### config.mk
export PLATFORM = sky130hd
export DESIGN_NAME = cic_supervisor
export DESIGN_NICKNAME = d
export VERILOG_FILES = /design/src/rtl/cic_supervisor.sv
export SDC_FILE = /design/constraint.sdc
export NUM_CORES = 1
export LEC_CHECK = 0
export BUFFER_PORTS_ARGS = -buffer_cell sky130_fd_sc_hd__buf_4
export CAP_MARGIN = 20
export CORE_MARGIN = 1
export CORE_UTILIZATION = 55
export CTS_BUF_LIST = sky130_fd_sc_hd__clkbuf_2
export DETAILED_ROUTE_END_ITERATION = 10
export GPL_TIMING_DRIVEN = 0
export PLACE_DENSITY = 0.78
export SETUP_SLACK_MARGIN = 0.05
export SYNTH_ARGS = -nofsm -noshare
export SYNTH_HDL_FRONTEND = slang
export SYNTH_SLANG_ARGS = --single-unit
### constraint.sdc
create_clock -name clk -period 4.6 [get_ports clk]
set_input_delay 0.69 -clock clk [delete_from_list [all_inputs] [get_ports clk]]
set_output_delay 0.69 -clock clk [all_outputs]
set_load 0.05 [all_outputs]
### src/rtl/cic_supervisor.sv
// cic_supervisor: sequencer for the lockout-chip emulator core.
// Owns the core's reset and seed, holds the host console in reset while the core restarts,
// switches region on a long button press and retries in the other region on lockout failure.
//
// Optional feature macro: CIC_AUTO_RETRY_EN (defined: automatic retry with region toggle;
// undefined: a dead core goes straight to FAIL and the retry counter is removed).
//
// Ports:
//   clk        core clock (same as the emulator core)
//   rst        synchronous active-high reset
//   btn_n      front-panel reset button, active low, asynchronous
//   cic_dead   dead flag from the emulator core
//   cic_rst    reset to the emulator core
//   cic_seed   seed to the emulator core (equals region)
//   region     current region, 0 = NTSC/60 Hz, 1 = PAL/50 Hz
//   host_hold  holds the console in reset
//   fail       retries exhausted
//   led_pal    region indicator, region & ~fail
//   led_ntsc   region indicator, ~region & ~fail
module cic_supervisor #(
  parameter int unsigned RST_HOLD       = 1024,
  parameter int unsigned DEBOUNCE       = 64,
  parameter int unsigned LONG_PRESS     = 4000000,
  parameter int unsigned MAX_RETRY      = 3,
  parameter bit          REGION_DEFAULT = 1'b0
) (
  input  logic clk,
  input  logic rst,
  input  logic btn_n,
  input  logic cic_dead,
  output logic cic_rst,
  output logic cic_seed,
  output logic region,
  output logic host_hold,
  output logic fail,
  output logic led_pal,
  output logic led_ntsc
);

  localparam int unsigned HW  = $clog2(RST_HOLD + 1);
  localparam int unsigned DBW = $clog2(DEBOUNCE + 1);

  if (RST_HOLD < 2 || MAX_RETRY > 3) begin : g_param_check
    $error("cic_supervisor: RST_HOLD must be >= 2 and MAX_RETRY must fit in 2 bits");
  end

  typedef enum logic [2:0] {
    StRestart,
    StRun,
    StPress,
    StRelease,
    StRetry,
    StFail
  } state_t;

  // Button synchronizer and debouncer
  logic [1:0]     sync_q;
  logic           btn_db_q;
  logic [DBW-1:0] db_cnt_q;
  logic           db_flip;
  logic           db_rise;

  // btn_db changes on the edge where db_flip is high; db_rise lets the FSM act on that same edge.
  assign db_flip = (sync_q[1] != btn_db_q) && (db_cnt_q == DBW'(DEBOUNCE - 1));
  assign db_rise = db_flip & sync_q[1];

  always_ff @(posedge clk) begin
    if (rst) begin
      sync_q   <= 2'b00;
      btn_db_q <= 1'b0;
      db_cnt_q <= '0;
    end else begin
      sync_q <= {sync_q[0], ~btn_n};
      if (sync_q[1] == btn_db_q) begin
        db_cnt_q <= '0;
      end else if (db_flip) begin
        btn_db_q <= sync_q[1];
        db_cnt_q <= '0;
      end else begin
        db_cnt_q <= db_cnt_q + DBW'(1);
      end
    end
  end

  // Sequencer
  state_t        state_q, state_d;
  logic [HW-1:0] hold_cnt_q, hold_cnt_d;
  logic [23:0]   press_cnt_q, press_cnt_d;
  logic          region_q, region_d;
  logic          cic_rst_q, cic_rst_d;
  logic          host_hold_q, host_hold_d;
  logic          fail_q, fail_d;
  logic          led_pal_q, led_ntsc_q;
`ifdef CIC_AUTO_RETRY_EN
  logic [1:0]    retry_cnt_q, retry_cnt_d;
`endif

  always_comb begin
    state_d     = state_q;
    hold_cnt_d  = '0;
    press_cnt_d = press_cnt_q;
    region_d    = region_q;
`ifdef CIC_AUTO_RETRY_EN
    retry_cnt_d = retry_cnt_q;
`endif
    unique case (state_q)
      StRestart: begin
        if (hold_cnt_q == HW'(RST_HOLD - 1)) begin
          state_d = StRun;
        end else begin
          hold_cnt_d = hold_cnt_q + HW'(1);
        end
      end
      StRun: begin
        // A dead core takes priority over a simultaneous button edge.
        if (cic_dead) begin
          state_d = StRetry;
        end else if (db_rise) begin
          state_d     = StPress;
          press_cnt_d = '0;
        end
      end
      StPress: begin
        if (!btn_db_q) begin
          state_d = StRestart;
`ifdef CIC_AUTO_RETRY_EN
          retry_cnt_d = '0;
`endif
        end else if (press_cnt_q == 24'(LONG_PRESS - 1)) begin
          state_d  = StRelease;
          region_d = ~region_q;
`ifdef CIC_AUTO_RETRY_EN
          retry_cnt_d = '0;
`endif
        end else begin
          press_cnt_d = press_cnt_q + 24'd1;
        end
      end
      StRelease: begin
        if (!btn_db_q) begin
          state_d = StRestart;
        end
      end
      StRetry: begin
`ifdef CIC_AUTO_RETRY_EN
        if (retry_cnt_q < 2'(MAX_RETRY)) begin
          state_d     = StRestart;
          retry_cnt_d = retry_cnt_q + 2'd1;
          region_d    = ~region_q;
        end else begin
          state_d = StFail;
        end
`else
        state_d = StFail;
`endif
      end
      StFail: begin
        if (db_rise) begin
          state_d = StRelease;
`ifdef CIC_AUTO_RETRY_EN
          retry_cnt_d = '0;
`endif
        end
      end
      default: state_d = StRestart;
    endcase

    // Outputs are decoded from the next state so they come straight out of flops.
    cic_rst_d   = (state_d == StRestart) || (state_d == StRelease) || (state_d == StFail);
    host_hold_d = cic_rst_d;
    fail_d      = (state_d == StFail);
  end

  always_ff @(posedge clk) begin
    if (rst) begin
      state_q     <= StRestart;
      hold_cnt_q  <= '0;
      press_cnt_q <= '0;
      region_q    <= REGION_DEFAULT;
      cic_rst_q   <= 1'b1;
      host_hold_q <= 1'b1;
      fail_q      <= 1'b0;
      led_pal_q   <= REGION_DEFAULT;
      led_ntsc_q  <= ~REGION_DEFAULT;
    end else begin
      state_q     <= state_d;
      hold_cnt_q  <= hold_cnt_d;
      press_cnt_q <= press_cnt_d;
      region_q    <= region_d;
      cic_rst_q   <= cic_rst_d;
      host_hold_q <= host_hold_d;
      fail_q      <= fail_d;
      led_pal_q   <= region_d & ~fail_d;
      led_ntsc_q  <= ~region_d & ~fail_d;
    end
  end

`ifdef CIC_AUTO_RETRY_EN
  always_ff @(posedge clk) begin
    if (rst) begin
      retry_cnt_q <= '0;
    end else begin
      retry_cnt_q <= retry_cnt_d;
    end
  end
`endif

  assign cic_rst   = cic_rst_q;
  assign host_hold = host_hold_q;
  assign region    = region_q;
  assign cic_seed  = region_q;
  assign fail      = fail_q;
  assign led_pal   = led_pal_q;
  assign led_ntsc  = led_ntsc_q;

endmodule
* After elaboration in Yosys (flattened, before gate mapping)
Cells that the tools add are included.
** Cells by class
- $add $sub $neg :: 3
- Multipliers :: 0
- Div/mod/pow operators :: 0
- Magnitude comparators :: 0
- Equal/unequal tests :: 16
- Shift-type cells :: 0
- Multiplexer cells :: 16
- Bitwise operators :: 9
- Reductions and logical operators :: 10
** Operator list (number)
- 24-bit 2-to-1 mux :: 4
- 24-bit case mux with 2 select lines :: 1
- 24-bit by 1-bit adder with 24-bit output (second input constant) :: 1
- 24-bit by 22-bit == test with 1-bit output (second input constant) :: 1
- 3-bit 2-to-1 mux :: 7
- 3-bit case mux with 6 select lines :: 1
- 11-bit by 1-bit adder with 11-bit output (second input constant) :: 1
- 11-bit by 10-bit == test with 1-bit output (second input constant) :: 1
- 3-bit by 2-bit == test with 1-bit output (second input constant) :: 3
- 3-bit == test (second input constant) :: 3
- 2-bit != test (second input constant) :: 4
- 7-bit by 1-bit adder with 7-bit output (second input constant) :: 1
- 7-bit by 6-bit == test with 1-bit output (second input constant) :: 1
- 3-bit zero test :: 2
- 1-bit NOT :: 6
- 3-bit OR reduction :: 2
- 5-bit AND reduction :: 1
- 1-bit bitwise AND :: 3
- 3-bit by 1-bit == test with 1-bit output (second input constant) :: 1
- 1-bit 2-to-1 mux :: 3
- 1-bit logical OR :: 2
- 2-bit AND reduction :: 1
- 2-bit nonzero test :: 1
- 1-bit == test :: 1
- 2 further kinds :: 2
** Word-level totals
- Bits in registers :: 53
- Latch bits :: 0
- RAM bits :: 0
- ROM bits :: 0
- Input bits :: 4
- Output and inout bits :: 7
- Memories kept :: 0

* Depth between registers and ports, before layout
Gate-level depths: netlist of run 1.
- Depth in word-level cells :: 9
- Gate-level depth with buffers :: 10
- Mapped depth without buffers :: 7

* Least setup slack after synthesis of run 1
OpenSTA, ideal clock, no wires.
- Path type :: input to register
- Start :: input port cic_dead
- End :: register press_cnt_q[17]
- Library setup time :: 59 ps
- Data arrival time :: 2100 ps
- Setup slack :: 2441 ps
- Stages :: 7
- Path through :: nand3b_1 > or3_1 > buf_2 > and2_4 > buf_6 > or4_1 > nand2_1
** On the way
- Longest elaborated chain between the ends :: 2
** RTL lines
- from (decl) :: RTL line 30 : input logic cic_dead,
- 2-bit != test (no source line)
- 5-bit AND reduction (no source line)
- to (signal assigned) :: RTL line 188 : press_cnt_q <= press_cnt_d;
- to (decl) :: RTL line 88 : logic [23:0] press_cnt_q, press_cnt_d;
No other way between the ends.
A chain may end at the register's enable or synchronous reset.

* Final worst setup path of run 1
- Start :: register press_cnt_q[0]
- End :: register press_cnt_q[1]
** On the way
- Longest elaborated chain between the ends :: 4
** RTL lines
- 24-bit by 1-bit adder with 24-bit output :: RTL line 136 : press_cnt_d = press_cnt_q + 24'd1;
- 24-bit 2-to-1 mux :: RTL line 129 : end else if (press_cnt_q == 24'(LONG_PRESS - 1)) begin
- 24-bit 2-to-1 mux :: RTL line 124 : if (!btn_db_q) begin
- 24-bit case mux with 2 select lines :: RTL line 106 : unique case (state_q)
Several ways; a longest one is shown, not always the timed one. The select of a mux whose other input is x is not followed.

==> results.cfg, run 1 <==
[die]
chipHeight_um = 68.02
dieArea_mm2 = 0.004627
row_count = 23
fp.dieW_um = 68.02
ioPinCount = 11
core_area_mm2 = 0.004086
start_util_pct = 58.67

[clock_network]
clock_path_buffers = 2
ctsHoldBuffers = 0
post_cts.repair.setup_buffers = 0
numCtsBuffers = 5
clk_pin_slew_worst_paths_ps = 250
cts_tree = yes
cts_root_buf = clkbuf_2
htree_levels = 2
cts_sinks = 53
clock_latency_ps = 420
ctsResizeCount = 0

[synth]
synth_nets = 284
async_flop_share_pct = 0
yosysUniqueCellTypes = 47
yosysWarningCount = 0
ys_seq_elements = 53
synth-edff-count = 0
synthCells = 277
syn-mean-instance-area_um2 = 8.655
synthFlopType = dfxtp_1
yosysSeqAreaShare_pct = 44.26
synth_area_mm2 = 0.002397

[route]
drt_iter0_drc = 121
dr.pass1.iters = 4
drc = 0
routed_via_density = 5.555
drt-total-wl_mm = 4.394
vias = 1911
routedWlPerCell_um = 12.77
detail-route-antenna-nets = 0

[critical_path]
critPathSlowestCell = dfxtp_1
endpoint_kind = flop
crit_family = buffers and inverters
arrival_ps = 2730
crit_path_max_fanout = 10
worst_setup_path_start_kind = flop
crit_required_ps = 4950
critPathBufInv = 3
max_stage_delay_ps = 420
path_class = reg2reg
crit_chain = ha_1, and2_1, clkbuf_1, nand4_1, o21ai_1, and2_4, buf_6, buf_4, mux2i_1, nor2_1

[run_status]
outcome = finished clean

[grt]
grt_usage_pct = 21.98
grt_pass1_wl_mm = 7.659
grt_pass1_vias = 1782
antenna_found_initial = 0
grt_start_max_net_pins = 16
grt-ovfl-total = 0

[final_layout]
design_area_mm2 = 0.002595
syn_to_final_growth_pct = 8.246
fillerInstances = 359
n_antenna_cell = 0
nets = 301
drive_gt1_share_pct = 9.864

[place]
place_congestion = 0.8480
dp_hpwl_mm = 3.153
port_buffers = 10
placed_area_mm2 = 0.002535

[timing]
slew_headroom_pct = 65.49
final.setup.tns_ps = 0
setup_viol = 0
period_share_pct = 51.81
finalCriticalPeriod_ps = 2383
max_slew.worst_pin.slew_ps = 516.6
finClkSkew_ps = 13.50
final_hold_viol_count = 0
rsz0062_at_grt = no
slew_viol_final = 0
fmax_ghz = 0.4196

[power_and_ir_drop]
irDropWorstVdd_mv = 0.1712
p_leak_nw = 0.9353
power_density_mw_per_mm2 = 273.8
finalPower_w = 0.0007105

[min_path]
min_path_type = in2reg

[flow_run]
maxCapViolCount = 0
[cell type report]
class	count	area (um^2)	share of cell area, %
plain buffers	16	86.33	3.327
clock buffers	5	25.02	0.9643
clock inverters	2	35.03	1.350
inverters	3	11.26	0.4339
multi-input cells	205	1239	47.73
flip-flops and latches	53	1061	40.89
well taps	50	62.56	2.411
repair buffers	10	75.07	2.893
[cell usage after synthesis, drive strengths merged (2+ instances only)]
cell type	count	area, um^2
nand2	15	56.30
and3	10	62.56
o211ai	2	15.01
buf	12	71.32
nand4b	3	26.28
dfxtp	53	1061
a21boi	3	22.52
xor2	6	52.55
nand3	19	95.09
or3	7	43.79
mux2i	2	20.02
a311oi	2	17.52
a21o	2	15.01
nand4	4	25.02
nor2	47	178.9
a21oi	15	75.07
and2	2	15.02
xnor2	22	192.7
or4	2	15.01
a211oi	4	30.03
ha	3	37.54
nor2b	4	25.02
nor4	3	18.77
o21ai	8	40.04
clkbuf	4	15.01
inv	3	11.26
a41o	2	20.02
and4	4	35.03
nor3	2	10.01
[power breakdown]
group	internal, W	switching, W	total [W]
Sequential	0.000464	0.00000279	0.000467
Clock	0.0000882	0.000137	0.000225
Combinational	0.00000700	0.0000113	0.0000183
[per-layer routing]
| layer | wire [um] | global-route usage, % |
|---|---|---|
| met1 | 2178 | 28.35 |
| met2 | 1990 | 35.42 |
| met3 | 178 | 4.833 |
| met4 | 46 | 8.594 |
| met5 | 0 | 0 |
[final timing paths]
kind | depth (start not counted) | to | slack [ps] | start
max reg2reg | 10 | press_cnt_q[1] | 2220 | press_cnt_q[0]
min | 2 | sync_q[0] | 390 | btn_n
max | 10 | press_cnt_q[1] | 2220 | press_cnt_q[0]
min reg2reg | 2 | hold_cnt_q[10] | 470 | hold_cnt_q[10]
[flip-flops by register name, indices dropped and copies added (netlist names), 2 cells and up]
name,cells
sync_q,2
state_q,3
press_cnt_q,24
hold_cnt_q,11
db_cnt_q,7
[metrics by stage]
| step | hold slack (ps) | utilization, % | cells | setup WS, ps |
|---|---|---|---|---|
| after global routing | 332.8 | 63.50 | 344 | 2015 |
| after floorplan | 406.8 | - | 277 | 2441 |
| after detailed placement | 423.3 | 62.03 | 337 | 2020 |
| after global placement | 415.2 | 62.03 | 337 | 2035 |
| final | 393.7 | 63.50 | 344 | 2217 |
| after CTS | 367.6 | 63.50 | 344 | 2229 |
[cells by family after synthesis]
group	synth area share [%]
AOI/OAI and AO/OA	11.17
xor gates and xnor gates	10.23
adders and majority gates	1.566
buffers and inverters	4.071
DFF	44.26
muxes	0.8351
and+or+nand+nor	27.87
[cells in the final DEF (no fill, tap or decap), types with 3 or more instances in the layout]
master	instances
ha_1	3
nand3_1	19
or3_1	7
nand4_1	4
clkbuf_1	4
and4_1	4
nor4_1	3
nand4b_1	3
a211oi_1	4
nand2_1	15
dfxtp_1	53
nor2_1	46
xor2_1	6
nor2b_1	4
buf_2	6
inv_1	3
a21oi_1	15
and3_1	10
clkbuf_2	5
o21ai_1	6
xnor2_1	22
a21boi_1	3
buf_4	13
No activity file was read; power rests on OpenSTA's default activity.
==> run 2, diff against run 1 <==
ABC_AREA = 1   (was unset)
PLACE_DENSITY = 0.77   (was 0.78)
clock period = 2.4 ns   (was 4.6 ns; I/O delays follow)
==> results.cfg, run 2 <==
[place]
dp_hpwl_mm = 4.688
port_buffers = 10
place_inst = 507
pre_cts_ws_ps = 473.6
placed_area_mm2 = 0.003050
place_congestion = 0.9326

[synth]
synthAdderAreaFrac_pct = 1.300
yosysSeqAreaShare_pct = 36.74
yosys-mux-area-fraction_pct = 0
yosys.area.top_type = dfxtp_1
netlist.area_leader.share_pct = 36.74
yosysWarningCount = 0
synthTopCellsByCount = nand2_1, nor2_1, dfxtp_1
synth_top_family_by_area = simple AND/OR/NAND/NOR gates
synthFlopType = dfxtp_1
synth_xor_area_share_pct = 5.763
syn-mean-instance-area_um2 = 6.763
synth_area_mm2 = 0.002888
ys_seq_elements = 53
synth_compound_area_share_pct = 7.149
synth.most_common_cell = nand2_1
synth_nets = 434
synth_area_leaders = dfxtp_1, nand2_1, nor2_1
synth-edff-count = 0
yosysUniqueCellTypes = 32
synthCells = 427
yosys.area_share.simple_pct = 39.73
async_flop_share_pct = 0

[critical_path]
crit_path_max_fanout = 10
worst_setup_path_start_kind = flop
crit_family = simple AND/OR/NAND/NOR gates
max_stage_delay_ps = 530
r2r_start = press_cnt_q[0]
critPathSlowestCell = dfxtp_1
crit_path_start = press_cnt_q[0]
arrival_ps = 2410
path_depth = 13
endpoint_kind = flop
crit_required_ps = 2820
r2r_cells = 13
cp_common_cell = nand2_4
path_class = reg2reg
critPathBufInv = 5
crit_chain = ha_1, buf_4, inv_2, nor2_4, nand2_4, clkinv_4, nand3_4, nand3_2, nand2_4, inv_8, buf_12, nand2_1, a21oi_2

[route]
drc = 0
wl_met1_mm = 2.750
vias = 2604
routedWlPerCell_um = 11.83
top_layer = met4
drt-total-wl_mm = 6.104
routed_via_density = 5.047
met2WireLength_mm = 3.008
dr.pass1.iters = 5
route.met3.wl_um = 257
drt_iter0_drc = 137
detail-route-antenna-nets = 0

[clock_network]
post_cts.repair.setup_buffers = 0
clock_latency_ps = 450
ctsResizeCount = 0
cts_sinks = 53
htree_levels = 2
clock_path_buffers = 2
ctsHoldBuffers = 1
cts_tree = yes
clk_pin_slew_worst_paths_ps = 280
numCtsBuffers = 5
cts_root_buf = clkbuf_2

[die]
ioPinCount = 11
dieArea_mm2 = 0.005544
start_util_pct = 56.90
fp.dieW_um = 74.46
core_area_mm2 = 0.005075
chipHeight_um = 74.46
row_count = 26

[timing]
final.setup.tns_ps = 0
final_hold_viol_count = 0
slew_viol_final = 0
period_share_pct = 83.14
setup_viol = 0
finClkSkew_ps = 9.463
max_slew.worst_pin.slew_ps = 645.8
slew_headroom_pct = 56.95
fmax_ghz = 0.5012
finalCriticalPeriod_ps = 1995
rsz0062_at_grt = no
worst_slack_ps = 404.7

[grt]
grt_start_max_net_pins = 20
grt_pass1_vias = 2372
grt_pass1_wl_mm = 10.31
antenna_found_initial = 0
grt_usage_pct = 24.13
grt-ovfl-total = 0

[final_layout]
fin_util_pct = 61.37
fin_cells = 516
drive_gt1_share_pct = 13.45
syn_to_final_growth_pct = 7.842
top_register = press_cnt_q
fillerInstances = 491
largest_reg_flops = 24
design_area_mm2 = 0.003114
final_common_cell = nand2_1
nets = 452
final_cell_mix = nand2_1, nor2_1, dfxtp_1, inv_1, nand3_1
largest_registers = press_cnt_q x24, hold_cnt_q x11, db_cnt_q x7
n_antenna_cell = 0
multi_input_area_mm2 = 0.001558
layout.area.seq_mm2 = 0.001061

[power_and_ir_drop]
irDropWorstVdd_mv = 0.3901
p_leak_nw = 1.148
power_density_mw_per_mm2 = 456.1

[min_path]
min_path_type = in2reg
min_from = rst
worst_hold_path.num_cells = 2

[flow_run]
maxCapViolCount = 0

[run_status]
outcome = finished clean
run 2: cell types whose count changed after synthesis, moves of 6 or more:
cell,change
a21oi_2,+9
and3_1,-10
buf_2,-6
inv_1,+37
nand2_1,+98
nand2_2,+7
nand3_1,+9
nor2_1,+46
or3_1,-7
xnor2_1,-18
xor2_1,+9
run 2: layer usage:
metal	vias up	GRT usage, %
li1	1364	-
met1	1163	29.65
met2	65	43.04
met3	12	4.065
met4	0	7.128
met5	-	0
run 2: logic make-up after synthesis:
group / Yosys count
simple gates: 263
buf+inv: 56
flops: 53
compound gates: 33
xor+xnor: 19
fa+ha+maj: 3
run 2: through the flow:
stage	total power (W)	hold WS (ps)
4_1_cts	0.001434	48.30
3_3_place_gp	0.001035	393.5
3_5_place_dp	0.001039	399.7
5_1_grt	0.001494	15.71
2_1_floorplan	0.001007	388.3
6_report	0.001420	62.15
run 2: final timing paths:
check	endpoint	slack (ps)
worst max-delay path	press_cnt_q[7]	400
worst min-delay path	press_cnt_q[6]	60
worst max register to register	press_cnt_q[7]	400
worst min register to register	sync_q[1]	430
run 2: area by class of cell:
type | instances | area share, %
flip-flops and latches | 53 | 34.07
plain buffers | 10 | 2.692
well taps | 70 | 2.812
clock inverters | 3 | 0.9241
repair buffers | 11 | 2.732
clock buffers | 5 | 0.8035
inverters | 46 | 5.946
multi-input cells | 318 | 50.02
run 2: power by group:
group / switching, W / internal (W)
clock network: 0.000308 / 0.0000869
registers: 0.0000125 / 0.000901
logic: 0.0000759 / 0.0000364
total: 0.000396 / 0.00102
==> run 3, diff against run 2 <==
clock period = 2.08 ns   (was 2.4 ns; I/O delays follow)
==> results.cfg, run 3 (synthesis results as in run 2) <==
[final_layout]
final_common_cell = nand2_1
n_antenna_cell = 0
drive_gt1_share_pct = 13.65
largest_reg_flops = 24
syn_to_final_growth_pct = 8.232
final_cell_mix = nand2_1, nor2_1, dfxtp_1, inv_1, nand3_1
fin_util_pct = 61.59
nets = 453
largest_registers = press_cnt_q x24, hold_cnt_q x11, db_cnt_q x7
top_register = press_cnt_q

[grt]
grt-ovfl-total = 0
grt_start_max_net_pins = 20
antenna_found_initial = 0
grt_pass1_vias = 2372
grt_usage_pct = 24.13
grt_pass1_wl_mm = 10.31

[power_and_ir_drop]
combPwrFrac_pct = 8.0
power.switching_w = 0.0004578
seqPwrFrac_pct = 64.2
p_clk_share_pct = 27.8
power_density_mw_per_mm2 = 524.9
p_int_w = 0.001183
irDropWorstVdd_mv = 0.4507
p_leak_nw = 1.153
swShare_pct = 27.91

[timing]
slew_headroom_pct = 56.94
slew_viol_final = 0
fmax_ghz = 0.5275
final_hold_viol_count = 0
final.setup.tns_ps = 0
finClkSkew_ps = 7.786
period_share_pct = 91.14
max_slew.worst_pin.slew_ps = 645.8
whs_ps = 96.57
setup_viol = 0
rsz0062_at_grt = no
finalCriticalPeriod_ps = 1896

[clock_network]
htree_levels = 2
clock_latency_ps = 450
clock_path_buffers = 2
cts_tree = yes
post_cts.repair.setup_buffers = 0
numCtsBuffers = 5
cts_root_buf = clkbuf_2
clk_pin_slew_worst_paths_ps = 280
cts_sinks = 53

[die]
start_util_pct = 56.90
fp.dieW_um = 74.46
dieArea_mm2 = 0.005544
chipHeight_um = 74.46
ioPinCount = 11
row_count = 26
core_area_mm2 = 0.005075

[place]
place_congestion = 0.9326
dp_hpwl_mm = 4.688
port_buffers = 10

[critical_path]
crit_required_ps = 2490
crit_path_max_fanout = 10
worst_setup_path_start_kind = flop
r2r_cells = 13
path_class = reg2reg
endpoint_kind = flop
arrival_ps = 2310

[route]
wl_met1_mm = 2.740
routed_via_density = 5.093
detail-route-antenna-nets = 0
top_layer = met4
vias = 2633
route.met3.wl_um = 286
dr.pass1.iters = 5
drt_iter0_drc = 166
routedWlPerCell_um = 11.83
drc = 0
drt-total-wl_mm = 6.114
met2WireLength_mm = 3.003

[run_status]
outcome = finished clean

[flow_run]
maxCapViolCount = 0

[min_path]
min_path_type = in2reg
worst_hold_path.num_cells = 3
## run 3: cell types whose count changed in the layout (fill, tap and decap cells not counted)
cell	delta
dfxtp_2	+1
dlygate4sd3_1	+1
dfxtp_1	-1
## run 3: critical path, cell delays in order, from the launching register on
cell	delay, ps
dfxtp_2	460
ha_1	160
buf_4	150
inv_2	60
nor2_4	170
nand2_4	80
clkinv_4	70
nand3_4	80
nand3_2	80
nand2_4	80
inv_8	110
buf_12	140
nand2_1	70
a21oi_2	110
## run 3: final timing paths
kind,startpoint,to,slack (ps)
setup reg to reg,press_cnt_q[0],press_cnt_q[7],180
hold / removal,cic_dead,state_q[2],100
hold reg to reg,sync_q[0],sync_q[1],430
setup / recovery,press_cnt_q[0],press_cnt_q[7],180
## run 3: what timing repair did
| item | CTS | global route |
|---|---|---|
| endpoints found under the setup margin | 0 | 16 |
| hold buffers | 1 | 1 |
| endpoints found under the hold margin | 1 | 1 |
| gates resized for setup | 0 | 1 |
## run 3: power by group through the flow
stage	registers (W)	logic (W)	clock network [W]
after global routing	0.00106	0.000147	0.000520
after CTS	0.00105	0.000130	0.000470
final	0.00105	0.000132	0.000456
after floorplan	0.00108	0.0000791	0
after global placement	0.00107	0.000124	0
after detailed placement	0.00107	0.000128	0
## run 3: layout make-up
class                   count  area (um^2)
clock buffers               5        25.02
clock inverters             3        28.78
inverters                  46        185.2
repair buffers             12        95.09
fillers                   489         1949
plain buffers              10        83.83
multi-input cells         318         1558
well taps                  70        87.58
flip-flops and latches     53         1062
## run 3: metrics by stage
stage	area, um^2	total power, W	std cells	setup WS [ps]
2_1_floorplan	2888	0.001162	427	412.2
4_1_cts	3114	0.001654	516	93.51
5_1_grt	3126	0.001725	517	74.60
3_3_place_gp	3050	0.001194	507	196.1
6_report	3126	0.001641	517	184.3
3_5_place_dp	3050	0.001199	507	153.6
## run 3: layer usage
metal	vias to the layer above	track usage, %
met5	-	0
met4	0	7.128
met3	9	4.065
met2	69	43.04
met1	1186	29.65
li1	1369	-
